$ cat src/rtl/stream_reorder.sv
// stream_reorder: two-stage elastic pipeline that either passes a word through
// unchanged (dir = 0) or performs a left-stream slice reversal (dir = 1).
// Slices are cut from the LSB upward and laid down from the MSB downward, so
// slice 0 lands at the top of the output word. Bit order inside a slice is kept.
//
// Optional feature: define STREAM_REORDER_STATS_EN to build the 32-bit
// output-beat counter on beat_count. Without it, beat_count is tied to zero.
//
// Handshake: a beat moves across an interface only on a rising edge where
// valid and ready are both high. A producer holding valid with ready low keeps
// its beat, and out_data stays stable while out_valid is high and out_ready is
// low. in_ready is combinational from out_ready so a full pipeline can accept
// and emit in the same cycle. No beat is accepted while rst is high.
module stream_reorder #(
   parameter int DATA_W    = 32,
   parameter int MAX_SLICE = 8,
   localparam int SLICE_W  = $clog2(MAX_SLICE + 1)
) (
   input  logic               clk,
   input  logic               rst,
   input  logic               in_valid,
   output logic               in_ready,
   input  logic [DATA_W-1:0]  in_data,
   input  logic [SLICE_W-1:0] in_slice,
   input  logic               in_dir,
   output logic               out_valid,
   input  logic               out_ready,
   output logic [DATA_W-1:0]  out_data,
   output logic [31:0]        beat_count
);

   // Stage 1 holds the raw word with its effective slice size and direction.
   logic               s1_valid;
   logic [DATA_W-1:0]  s1_data;
   logic [SLICE_W-1:0] s1_slice;
   logic               s1_dir;

   // Stage 2 holds the finished, reordered word.
   logic               s2_valid;
   logic [DATA_W-1:0]  s2_data;

   logic               s2_ready;
   logic               in_fire;
   logic               out_fire;
   logic [SLICE_W-1:0] eff_slice;
   logic [DATA_W-1:0]  rev_data;

   // Output position of input bit i when the word is cut into c-bit slices.
   // Every slice before the last is exactly c bits wide, so slice k starts at
   // input bit k*c and its top bit sits k*c bits below the output MSB.
   function automatic int dst_bit(input int i, input int c);
      int base;
      int len;
      base = (i / c) * c;
      len  = (DATA_W - base < c) ? (DATA_W - base) : c;
      return DATA_W - base - len + (i - base);
   endfunction

   // Stage 2 can take a new word when empty or when its word leaves now.
   assign s2_ready  = !s2_valid || out_ready;
   assign in_ready  = !rst && (!s1_valid || s2_ready);
   assign in_fire   = in_valid && in_ready;
   assign out_valid = s2_valid;
   assign out_data  = s2_data;
   assign out_fire  = s2_valid && out_ready;

   // Clamp the requested slice size: zero means single bits, oversize saturates.
   always_comb begin
      eff_slice = in_slice;
      if (in_slice == '0) begin
         eff_slice = SLICE_W'(1);
      end else if (in_slice > SLICE_W'(MAX_SLICE)) begin
         eff_slice = SLICE_W'(MAX_SLICE);
      end
   end

   // Reorder stage-1 data: one fixed bit permutation per legal slice size,
   // selected by the captured slice; a slice covering the word is identity.
   always_comb begin
      rev_data = s1_data;
      if (s1_dir) begin
         for (int c = 1; c <= MAX_SLICE; c++) begin
            if (s1_slice == SLICE_W'(c)) begin
               for (int i = 0; i < DATA_W; i++) begin
                  rev_data[dst_bit(i, c)] = s1_data[i];
               end
            end
         end
      end
   end

   // Stage 1 register: loads whenever it is empty or draining this cycle.
   always_ff @(posedge clk) begin
      if (rst) begin
         s1_valid <= 1'b0;
         s1_data  <= '0;
         s1_slice <= '0;
         s1_dir   <= 1'b0;
      end else begin
         if (in_ready) begin
            s1_valid <= in_valid;
         end
         if (in_fire) begin
            s1_data  <= in_data;
            s1_slice <= eff_slice;
            s1_dir   <= in_dir;
         end
      end
   end

   // Stage 2 register: loads the reordered word unless stalled downstream.
   always_ff @(posedge clk) begin
      if (rst) begin
         s2_valid <= 1'b0;
         s2_data  <= '0;
      end else if (s2_ready) begin
         s2_valid <= s1_valid;
         if (s1_valid) begin
            s2_data <= rev_data;
         end
      end
   end

`ifdef STREAM_REORDER_STATS_EN
   logic [31:0] count_q;

   // Count output transfers; natural 32-bit wrap from all-ones to zero.
   always_ff @(posedge clk) begin
      if (rst) begin
         count_q <= '0;
      end else if (out_fire) begin
         count_q <= count_q + 32'd1;
      end
   end

   assign beat_count = count_q;
`else
   logic unused_fire;

   assign unused_fire = out_fire;
   assign beat_count  = '0;
`endif

endmodule

$ cat config.mk
export PLATFORM = sky130hd
export DESIGN_NAME = stream_reorder
export DESIGN_NICKNAME = d
export VERILOG_FILES = /design/src/rtl/stream_reorder.sv
export SDC_FILE = /design/constraint.sdc
export NUM_CORES = 1
export LEC_CHECK = 0
export BUFFER_PORTS_ARGS = -buffer_cell sky130_fd_sc_hd__buf_2
export CAP_MARGIN = 0
export CORE_MARGIN = 8
export CORE_UTILIZATION = 62
export DETAILED_ROUTE_END_ITERATION = 10
export PLACE_DENSITY = 0.87
export SKIP_CTS_REPAIR_TIMING = 1
export SLEW_MARGIN = 25
export SYNTH_ARGS = -nofsm -noshare
export SYNTH_HDL_FRONTEND = slang
export SYNTH_SLANG_ARGS = --single-unit
$ cat constraint.sdc
create_clock -name clk -period 5.2 [get_ports clk]
set_clock_uncertainty 0.15 [all_clocks]
set_input_delay 0.26 -clock clk [delete_from_list [all_inputs] [get_ports clk]]
set_output_delay 0.26 -clock clk [all_outputs]
set_load 0.05 [all_outputs]
==> summary.md, run 1 <==
| Metric | Value |
|---|---|
| Clock tree buffer depth | 2 |
| Final setup vio count | 0 |
| Status | complete, but fails checks |
| Final Critical Period | 3.47 ns |
| Share of flip-flops with an asynchronous set or reset | 0% |
| Worst Hold Slack | -0.0370 ns |
| First-pass GRT wire length | 36.0 mm |
| Mean Syn Cell Area | 6.99 µm² |
| Worst hold path cell count | 3 |
| WL/cell | 23.1 µm |
| Final nets | 930 |
| Vias in the first global route | 6535 |
| Reg-to-reg endpoint | out_data[8] |
| Post-Route WL | 23.7 mm |
| Most common cell after layout, fill and taps aside | nand2_1 |
| Min-Delay Path Class | in2reg |
| Area after DPL | 0.00610 mm² |
| Grt ovf | 0 |
| Ys flop type | dfxtp_1 |
| Worst VDD drop | 0.169 mV |
| R2R depth | 6 |
| Routed vias/inst | 7.03 |
| P per Cell Area | 242 mW/mm² |
| H-tree depth reported by CTS | 3 |
| CP Launch Type | flop |
| Vias | 7214 |
| N_diodes | 0 |
| Unrepaired setup endpoints after global routing | no |
| CP Capture Type | flop |
| Most frequent cells in the layout | nand2_1 (119), buf_2 (74), a21oi_1 (70) |
| Reg clk slew, reported paths | 0.07 ns |
| Req. time, crit path | 5.32 ns |
| Sum of negative setup slack | 0 ns |
| Total Die Area | 0.0133 mm² |
| Setup CP Type | reg2reg |
| Die Ht | 115 µm |
| Largest net degree at the start of global routing | 74 |
| Critical Path Fanout Max | 43 |
| Clock buffer count from CTS | 9 |
| Syn Inst Count | 873 |
| Clock Sink Count | 71 |
| Clock root buffer | clkbuf_8 |
| Post-synth EDFFs | 0 |
| Share of layout cells above drive strength 1 | 13.4% |
| Die width | 115 µm |
| Crit Reg-Reg Startpoint | s1_slice[1] |
| Initial antenna violation count | 0 |
| Slowest stage delay, CP | 0.86 ns |
| Maxcap violations | 0 |
| CTS tree | done |
| LEAKAGE | 2.50 nW |
| Max Fclk | 288 MHz |
| Cells along the critical path | nor2_1 -> nand2_1 -> nand2_1 -> a221oi_1 -> o21a_1 -> a221oi_1 |
| Slew @ Worst Pin | 1.06 ns |
| HPWL after DPL | 15.0 mm |
| DRC Markers | 0 |
| Critical path's slowest cell | nor2_1 |
| Finished Cell Area | 0.00662 mm² |
| Core ar. | 0.00968 mm² |
| Antenna-violating nets left | 0 |
| DR iter-0 viols | 1117 |
| GP Congestion | 1.06 |
| Final hold violations | 1 |
| Reg2reg setup slack | 1.73 ns |
| Yosys reg bits | 71 |
| Clock Latency Late Sink | 0.35 ns |
| Slew headroom | 28.9% |
| Yosys Warn Count | 0 |
| Final Max Slew Viols | 0 |
| Top-Level Pins | 107 |
| Worst Path Arrival | 3.58 ns |
| Global Route Usage Sum | 34.5% |
| Mapped cell area | 0.00610 mm² |
| Synth unique cells | 68 |
| Fin crit share | 66.7% |
| Hold path startpoint | in_data[15] |
| Starting Density | 63.0% |
| Number of core rows | 36 |
| Failing checks | negative hold slack |
| Hold endpoint | s1_data[15] |
| DRT Pass-1 Iters | 6 |
| Layout Area Growth over Synthesis | 8.36% |
| Sequential share of the synthesized area | 23.3% |
| Port-buffer cells | 74 |
## per-layer routing
layer  track usage [%]  routed length, µm
met4              18.0               1500
met5                 0                  0
met1              43.5               8400
met2              51.7              10100
met3              10.8               3680
## cell type report
class | count | area (µm²)
multi-input cells | 680 | 4030
fillers | 886 | 3070
flip-flops and latches | 71 | 1430
repair buffers | 118 | 781
well taps | 133 | 166
clock buffers | 14 | 153
inverters | 9 | 33.8
clock inverters | 1 | 30.0
## cell families (layout without fill, tap and decap cells)
family                 Yosys count  count (layout)  share of synthesized area, %
other                            1              32                        0.0614
AND/OR/NAND/NOR                315             315                          25.4
multiplexers                    18              18                          3.20
flip-flops                      71              71                          23.3
AO/OA/AOI/OAI                  315             315                          35.3
buffers and inverters          153             142                          12.8
## worst max-delay path by stage
| stage | startpoint | end | slack, ns | depth (start not counted) |
|---|---|---|---|---|
| 2_1_floorplan | out_valid | s1_dir | 2.55 | 7 |
| 3_3_place_gp | s1_slice[1] | out_data[29] | 1.98 | 6 |
| 3_5_place_dp | s1_slice[1] | out_data[29] | 1.94 | 6 |
| 4_1_cts | s1_slice[1] | out_data[29] | 1.96 | 6 |
| 5_1_grt | s1_slice[1] | out_data[8] | 1.70 | 6 |
| 6_report | s1_slice[1] | out_data[8] | 1.73 | 6 |
## critical path: cells and delay by family, from the launching register on
family / cells / cell delay (ns)
flops: 1 / 0.48
simple gates: 3 / 2.08
compound gates: 3 / 0.65
## synthesized netlist by cell type (all sizes together), types with 3 or more instances
| library cell | n | area [µm²] |
|---|---|---|
| a2111oi | 8 | 103 |
| a211oi | 19 | 148 |
| a21boi | 3 | 22.5 |
| a21o | 3 | 22.5 |
| a21oi | 70 | 350 |
| a221o | 15 | 150 |
| a221oi | 20 | 175 |
| a22o | 3 | 26.3 |
| a2bb2oi | 5 | 43.8 |
| a31oi | 5 | 31.3 |
| a32oi | 4 | 35.0 |
| and2 | 3 | 18.8 |
| and3 | 7 | 43.8 |
| buf | 81 | 509 |
| clkbuf | 63 | 236 |
| dfxtp | 71 | 1420 |
| inv | 9 | 33.8 |
| mux2i | 15 | 150 |
| nand2 | 120 | 453 |
| nand2b | 9 | 56.3 |
| nand3 | 11 | 55.1 |
| nand3b | 31 | 233 |
| nand4 | 4 | 25.0 |
| nor2 | 65 | 259 |
| nor2b | 22 | 138 |
| nor3 | 22 | 115 |
| nor4 | 7 | 43.8 |
| o211ai | 9 | 67.6 |
| o21a | 3 | 22.5 |
| o21ai | 77 | 385 |
| o221ai | 15 | 131 |
| o22ai | 19 | 119 |
| o31ai | 11 | 82.6 |
| o32ai | 5 | 43.8 |
| or3 | 7 | 43.8 |
## per-stage QoR
step / hold WS, ns / worst slack [ns] / util [%] / power, mW / cells
2_1_floorplan: 0.209 / 2.55 / - / 1.03 / 904
3_3_place_gp: 0.293 / 1.98 / 63.0 / 1.12 / 978
3_5_place_dp: 0.297 / 1.94 / 63.0 / 1.13 / 978
4_1_cts: -0.0702 / 1.96 / 64.9 / 1.55 / 993
5_1_grt: 0.0128 / 1.70 / 68.3 / 1.66 / 1026
6_report: -0.0370 / 1.73 / 68.3 / 1.60 / 1026
## registers in the layout, summed over array words and instances (netlist names)
signal / flops
s1_dir: 1
s1_data: 32
out_data: 32
out_valid: 1
s1_slice: 4
s1_valid: 1
## report_power, final
group | leakage, nW | switching [mW] | internal (mW)
sequential | 0.585 | 0.105 | 0.580
clock | 0.0908 | 0.206 | 0.233
combinational | 1.82 | 0.321 | 0.156
total | 2.50 | 0.632 | 0.969
Note: power is estimated with default switching activity, not from simulation.
==> run 2, diff against run 1 <==
- CORE_UTILIZATION: 62 -> 52
- PLACE_DENSITY: 0.87 -> 0.78
- clock period: 5.2 -> 3 ns (I/O delays scaled with it)
==> run 2 against run 1 <==
The flow still finishes with violations (negative hold slack). Utilization decreased by 7.4 points. Final area increased by 5.1%. Clock-buffer cell count decreased by 3. First-iteration DRC count decreased by 7.5%. Critical endpoint is now out_data[29]. Global-route usage decreased by 3.8 points. Worst hold slack improved by 0.011 ns. Routed wire length increased by 5.9%. Flip-flop and latch count unchanged.
==> summary.md, run 2 (synthesis gave the netlist of run 1 again) <==
| Metric | Value |
|---|---|
| Clock tree buffer depth | 2 (unchanged) |
| Crit path buffers/inverters | 0 (unchanged) |
| N_diodes | 0 (unchanged) |
| Die width | 124 µm (was 115 µm) |
| Slew @ Worst Pin | 0.765 ns (was 1.06 ns) |
| Clock Sink Count | 71 (unchanged) |
| Clock buffer count from CTS | 9 (unchanged) |
| DR iter-0 viols | 1033 (was 1117) |
| Min-Delay Path Class | in2reg (unchanged) |
| Maxcap violations | 0 (unchanged) |
| HPWL after DPL | 16.8 mm (was 15.0 mm) |
| CP Launch Type | flop (unchanged) |
| Failing checks | negative hold slack (unchanged) |
| Clock root buffer | clkbuf_16 (was clkbuf_8) |
| Final Max Slew Viols | 0 (unchanged) |
| CP Capture Type | flop (unchanged) |
| CTS tree | done (unchanged) |
| Area taken by multi-input logic gates | 0.00403 mm² (unchanged) |
| Cells along the critical path | nand2_2 -> nor2_4 -> a221oi_1 -> and3_1 -> a2111oi_2 (was nor2_1 -> nand2_1 -> nand2_1 -> a221oi_1 -> o21a_1 -> a221oi_1) |
| Largest net degree at the start of global routing | 57 (was 74) |
| Slew headroom | 48.9% (was 28.9%) |
| Area after DPL | 0.00633 mm² (was 0.00610 mm²) |
| Layout Area Growth over Synthesis | 13.9% (was 8.36%) |
| Vias | 7171 (was 7214) |
| Status | complete, but fails checks (unchanged) |
| DRC Markers | 0 (unchanged) |
| Slowest stage delay, CP | 0.74 ns (was 0.86 ns) |
| LEAKAGE | 2.69 nW (was 2.50 nW) |
| Final Critical Period | 2.49 ns (was 3.47 ns) |
| Register Area | 0.00143 mm² (unchanged) |
| Critical path's slowest cell | dfxtp_4 (was nor2_1) |
| GP Congestion | 1.05 (was 1.06) |
| Critical Path Fanout Max | 56 (was 43) |
| Initial antenna violation count | 0 (unchanged) |
| Req. time, crit path | 3.09 ns (was 5.32 ns) |
| Worst Hold Slack | -0.0263 ns (was -0.0370 ns) |
| Top-Level Pins | 107 (unchanged) |
| Post-Route WL | 25.1 mm (was 23.7 mm) |
| Reg clk slew, reported paths | 0.06 ns (was 0.07 ns) |
| DRT Pass-1 Iters | 6 (unchanged) |
| Clock Latency Late Sink | 0.35 ns (about the same) |
| Antenna-violating nets left | 0 (unchanged) |
| Most common cell after layout, fill and taps aside | nand2_1 (unchanged) |
| WL/cell | 23.5 µm (was 23.1 µm) |
| Worst VDD drop | 0.315 mV (was 0.169 mV) |
| Share of layout cells above drive strength 1 | 16.1% (was 13.4%) |
| Grt ovf | 0 (unchanged) |
| Family with the most delay on the worst path | simple AND/OR/NAND/NOR gates (unchanged) |
| Final hold violations | 1 (unchanged) |
| Unrepaired setup endpoints after global routing | no (unchanged) |
| H-tree depth reported by CTS | 3 (unchanged) |
| Port-buffer cells | 74 (unchanged) |
| Number of core rows | 39 (was 36) |
| Vias in the first global route | 6527 (was 6535) |
| Core ar. | 0.0114 mm² (was 0.00968 mm²) |
| Placed cell count | 1016 (was 978) |
| Setup CP Type | reg2reg (unchanged) |
| Max Fclk | 402 MHz (was 288 MHz) |
| First-pass GRT wire length | 38.4 mm (was 36.0 mm) |
| Routed vias/inst | 6.71 (was 7.03) |
| Fill cell count | 1107 (was 886) |
| Total Die Area | 0.0155 mm² (was 0.0133 mm²) |
| Finished Layout Cells | 1069 (was 1026) |
| Worst Path Arrival | 2.58 ns (was 3.58 ns) |
| P per Cell Area | 435 mW/mm² (was 242 mW/mm²) |
| Global Route Usage Sum | 30.7% (was 34.5%) |
| Most frequent cells in the layout | nand2_1 (119), buf_2 (74), a21oi_1 (70) (unchanged) |
| Power, Total | 3.03 mW (was 1.60 mW) |
| Starting Density | 53.5% (was 63.0%) |
| Die Ht | 124 µm (was 115 µm) |
| Fin crit share | 82.9% (was 66.7%) |
| Final setup vio count | 0 (unchanged) |
| Sum of negative setup slack | 0 ns (unchanged) |
| Finished Cell Area | 0.00696 mm² (was 0.00662 mm²) |
| Final nets | 962 (was 930) |
## run 2: changes by cell type in the layout (fill, tap and decap cells not counted), sizes merged
cell / before / now
clkbuf: 14 / 11
clkinv: 0 / 5
bufinv: 1 / 0
dlygate4sd3: 32 / 37
buf: 86 / 113
## run 2: per-stage QoR
| step | setup WS (ns) | util (%) |
|---|---|---|
| floorplan | 0.354 | - |
| global placement | 0.576 | 55.4 |
| detailed placement | 0.585 | 55.4 |
| CTS | 0.566 | 57.7 |
| global route | 0.354 | 60.9 |
| finish | 0.512 | 60.9 |
## run 2: power by group
part           total (mW)  switching, mW  internal (mW)
registers            1.17          0.163           1.01
clock network       0.975          0.423          0.552
logic               0.882          0.582          0.300
## run 2: worst paths after layout
check / from / endpoint / slack, ns / cells after the start
max reg2reg: s1_slice[1] / out_data[29] / 0.51 / 5
min reg2reg: out_data[15] / out_data[15] / 0.31 / 2
max: s1_slice[1] / out_data[29] / 0.51 / 5
min: out_ready / out_valid / -0.03 / 4
## run 2: layer usage
layer	GRT usage [%]	share of wire (%)
met3	8.17	12
met2	44.8	43
met4	19.6	6.0
met5	0	0
met1	39.2	39
## run 2: final cells by class
class                   count  share of cell area (%)
clock buffers              11                    3.35
clock inverters             5                   0.360
inverters                   9                   0.486
multi-input cells         680                    57.9
flip-flops and latches     71                    20.5
well taps                 143                    2.57
repair buffers            150                    14.9
## run 2: tightest hold or removal path: stages
cell,delay (ns)
buf_2,0.07
nor2b_1,0.07
nor2_1,0.09
nor2_1,0.04
==> run 3, diff against run 2 <==
- ABC_AREA: not set -> 1
- CORE_UTILIZATION: 52 -> 57
- PLACE_DENSITY: 0.78 -> 0.82
- clock period: 3 -> 2.4 ns (I/O delays scaled with it)
==> run 3 against run 2 <==
The run now ends clean. First-iteration DRC count shrank 24%. Sequential share of layout area grew 1.1 points. Utilization increased by 7.8 points. Synthesized cell count increased by 5.3%. Register-to-register slack got worse by 0.35 ns.
==> summary.md, run 3 <==
| Metric | Value |
|---|---|
| Top-Level Pins | 107 (unchanged) |
| Max Fclk | 434 MHz |
| Status | finished clean (was complete, but fails checks) |
| Total Die Area | 0.0131 mm² (was 0.0155 mm²) |
| Power, Total | 3.49 mW (was 3.03 mW) |
| Critical Path Fanout Max | 9 (was 56) |
| Mapped cell area | 0.00552 mm² (was 0.00610 mm²) |
| Ys flop type | dfxtp_1 (unchanged) |
| Reg clk slew, reported paths | 0.09 ns (was 0.06 ns) |
| GP Congestion | 0.999 (was 1.05) |
| Syn Inst Count | 919 (was 873) |
| Grt ovf | 0 (unchanged) |
| Post-synth EDFFs | 0 (unchanged) |
| Compound-cell area share of the yosys netlist | 34.9% (was 35.3%) |
| DRT Pass-1 Iters | 6 (unchanged) |
| GRT met1 Usage | 39.8% (was 39.2%) |
| Share of flip-flops with an asynchronous set or reset | 0% (unchanged) |
| Final nets | 1061 (was 962) |
| Clock buffer count from CTS | 9 (unchanged) |
| Finished Layout Cells | 1158 (was 1069) |
| Mean Syn Cell Area | 6.01 µm² (was 6.99 µm²) |
| Worst Path Arrival | 2.49 ns (was 2.58 ns) |
| Worst VDD drop | 0.602 mV (was 0.315 mV) |
| Clock root buffer | clkbuf_8 (was clkbuf_16) |
| Slew @ Worst Pin | 0.526 ns (was 0.765 ns) |
| Starting Density | 57.6% (was 53.5%) |
| Largest family of logic cells by synthesized area | compound AO/OA/AOI/OAI gates (unchanged) |
| Most common cell after layout, fill and taps aside | nand2_1 (unchanged) |
| Global Route Usage Sum | 32.7% (was 30.7%) |
| Share of the synthesized area in the top cell type | 25.7% (was 23.3%) |
| Port-buffer cells | 74 (unchanged) |
| Post-Synth Simple-Gate Area | 21.9% (was 25.4%) |
| Final Critical Period | 2.30 ns |
| Req. time, crit path | 2.58 ns (was 3.09 ns) |
| Fin crit share | 96.0% |
| Grt met2 use | 50.8% (was 44.8%) |
| LEAKAGE | 3.16 nW (was 2.69 nW) |
| Number of core rows | 36 (was 39) |
| Finished Cell Area | 0.00659 mm² (was 0.00696 mm²) |
| Routed vias/inst | 5.98 (was 6.71) |
| Die Ht | 114 µm (was 124 µm) |
| DRC Markers | 0 (unchanged) |
| Synth cell count leaders | nand2_1 (188), o21ai_0 (170), a21oi_1 (157), inv_1 (96), dfxtp_1 (71) (was nand2_1 (119), dfxtp_1 (71), a21oi_1 (70), o21ai_0 (67)) |
| Yosys reg bits | 71 (unchanged) |
| Core ar. | 0.00959 mm² (was 0.0114 mm²) |
| CP Launch Type | input port (was flop) |
| Antenna-violating nets left | 0 (unchanged) |
| Clock Sink Count | 71 (unchanged) |
| Vias | 6924 (was 7171) |
| Adder-cell share of the synthesized area | 0% (unchanged) |
| Synth area leader | dfxtp_1 (unchanged) |
| Setup CP Type | in2reg (was reg2reg) |
| Synth unique cells | 34 (was 68) |
| Post-Route WL | 22.6 mm (was 25.1 mm) |
| Clock tree buffer depth | 2 (unchanged) |
| Final Max Slew Viols | 0 (unchanged) |
| H-tree depth reported by CTS | 3 (unchanged) |
| Synth top area cells | dfxtp_1 (26%), o21ai_0 (15%), a21oi_1 (14%), nand2_1 (13%), inv_1 (6.5%) (was dfxtp_1 (23%), nand2_1 (7.3%), a21oi_1 (5.7%), o21ai_0 (5.5%), buf_4 (5.4%)) |
| Top-count cell post-synth | nand2_1 (unchanged) |
| CTS tree | done (unchanged) |
| Worst Hold Slack | 0.0831 ns (was -0.0263 ns) |
| Layout Area Growth over Synthesis | 19.3% (was 13.9%) |
| Maxcap violations | 0 (unchanged) |
| Clock Latency Late Sink | 0.39 ns (was 0.35 ns) |
| Sum of negative setup slack | 0 ns (unchanged) |
| Post-synthesis mux area share | 0% (was 3.20%) |
| Placed cell count | 1097 (was 1016) |
| Sequential share of the synthesized area | 25.7% (was 23.3%) |
| CP Capture Type | flop (unchanged) |
| P per Cell Area | 530 mW/mm² (was 435 mW/mm²) |
| Min-Delay Path Class | in2reg (unchanged) |
| Initial antenna violation count | 0 (unchanged) |
| Die width | 114 µm (was 124 µm) |
| Vias in the first global route | 6235 (was 6527) |
| Share of layout cells above drive strength 1 | 15.4% (was 16.1%) |
| Most frequent cells in the layout | nand2_1 (188), o21ai_0 (170), a21oi_1 (157) (was nand2_1 (119), buf_2 (74), a21oi_1 (70)) |
| Final hold violations | 0 (was 1) |
| Slew headroom | 64.9% (was 48.9%) |
| GR peak layer | met2 (unchanged) |
| DR iter-0 viols | 780 (was 1033) |
| Largest net degree at the start of global routing | 64 (was 57) |
| Final setup vio count | 0 (unchanged) |
| WL/cell | 19.5 µm (was 23.5 µm) |
| Met3 GRT Util | 7.65% (was 8.17%) |
| HPWL after DPL | 14.7 mm (was 16.8 mm) |
| Synth Area in XOR/XNOR | 0% (unchanged) |
| First-pass GRT wire length | 33.5 mm (was 38.4 mm) |
| Yosys Warn Count | 0 (unchanged) |
| Area after DPL | 0.00591 mm² (was 0.00633 mm²) |
## run 3: final timing paths
path                start           end  slack (ns)  cells past startpoint
min           in_slice[2]   s1_slice[0]        0.08                      6
min reg2reg  out_data[27]  out_data[27]        0.33                      2
max                   rst   s1_slice[1]         0.1                     12
max reg2reg   s1_slice[3]  out_data[13]        0.16                     13
## run 3: through the flow
step	setup WS, ns	util (%)
2_1_floorplan	0.577	-
4_1_cts	0.113	63.7
5_1_grt	-0.0229	68.7
3_3_place_gp	0.195	61.6
6_report	0.0970	68.7
3_5_place_dp	0.140	61.6
## run 3: metal layers
layer  routed length [µm]  part of all wire (%)
met1                 8340                    37
met2                10200                    45
met3                 2680                    12
met4                 1400                   6.2
met5                    0                     0
## run 3: cell families (layout without fill, tap and decap cells)
family	Yosys count	after routing
compound gates	369	369
simple gates	277	277
buf+inv	201	275
flops	71	71
other cells	1	33
## run 3: area by class of cell
class	instances	area, µm²
diodes	1	2.50
clock buffers	11	151
clock inverters	4	53.8
fillers	877	3000
inverters	107	405
multi-input cells	678	3280
flip-flops and latches	71	1420
well taps	133	166
repair buffers	153	1110
## run 3: where the power goes
| group | internal (mW) | switching [mW] | leakage (nW) |
|---|---|---|---|
| Sequential | 1.26 | 0.0966 | 0.585 |
| Combinational | 0.313 | 0.771 | 2.48 |
| Clock | 0.535 | 0.516 | 0.0981 |
| Total | 2.11 | 1.38 | 3.16 |
## run 3: critical path: stages
cell	delay, ns
dlygate4sd3_1	0.54
buf_2	0.21
clkinv_1	0.09
nand2_1	0.08
nor2_1	0.09
buf_4	0.17
inv_2	0.05
or2_2	0.31
o22ai_1	0.15
dlygate4sd3_1	0.58
inv_1	0.04
nor2_1	0.07
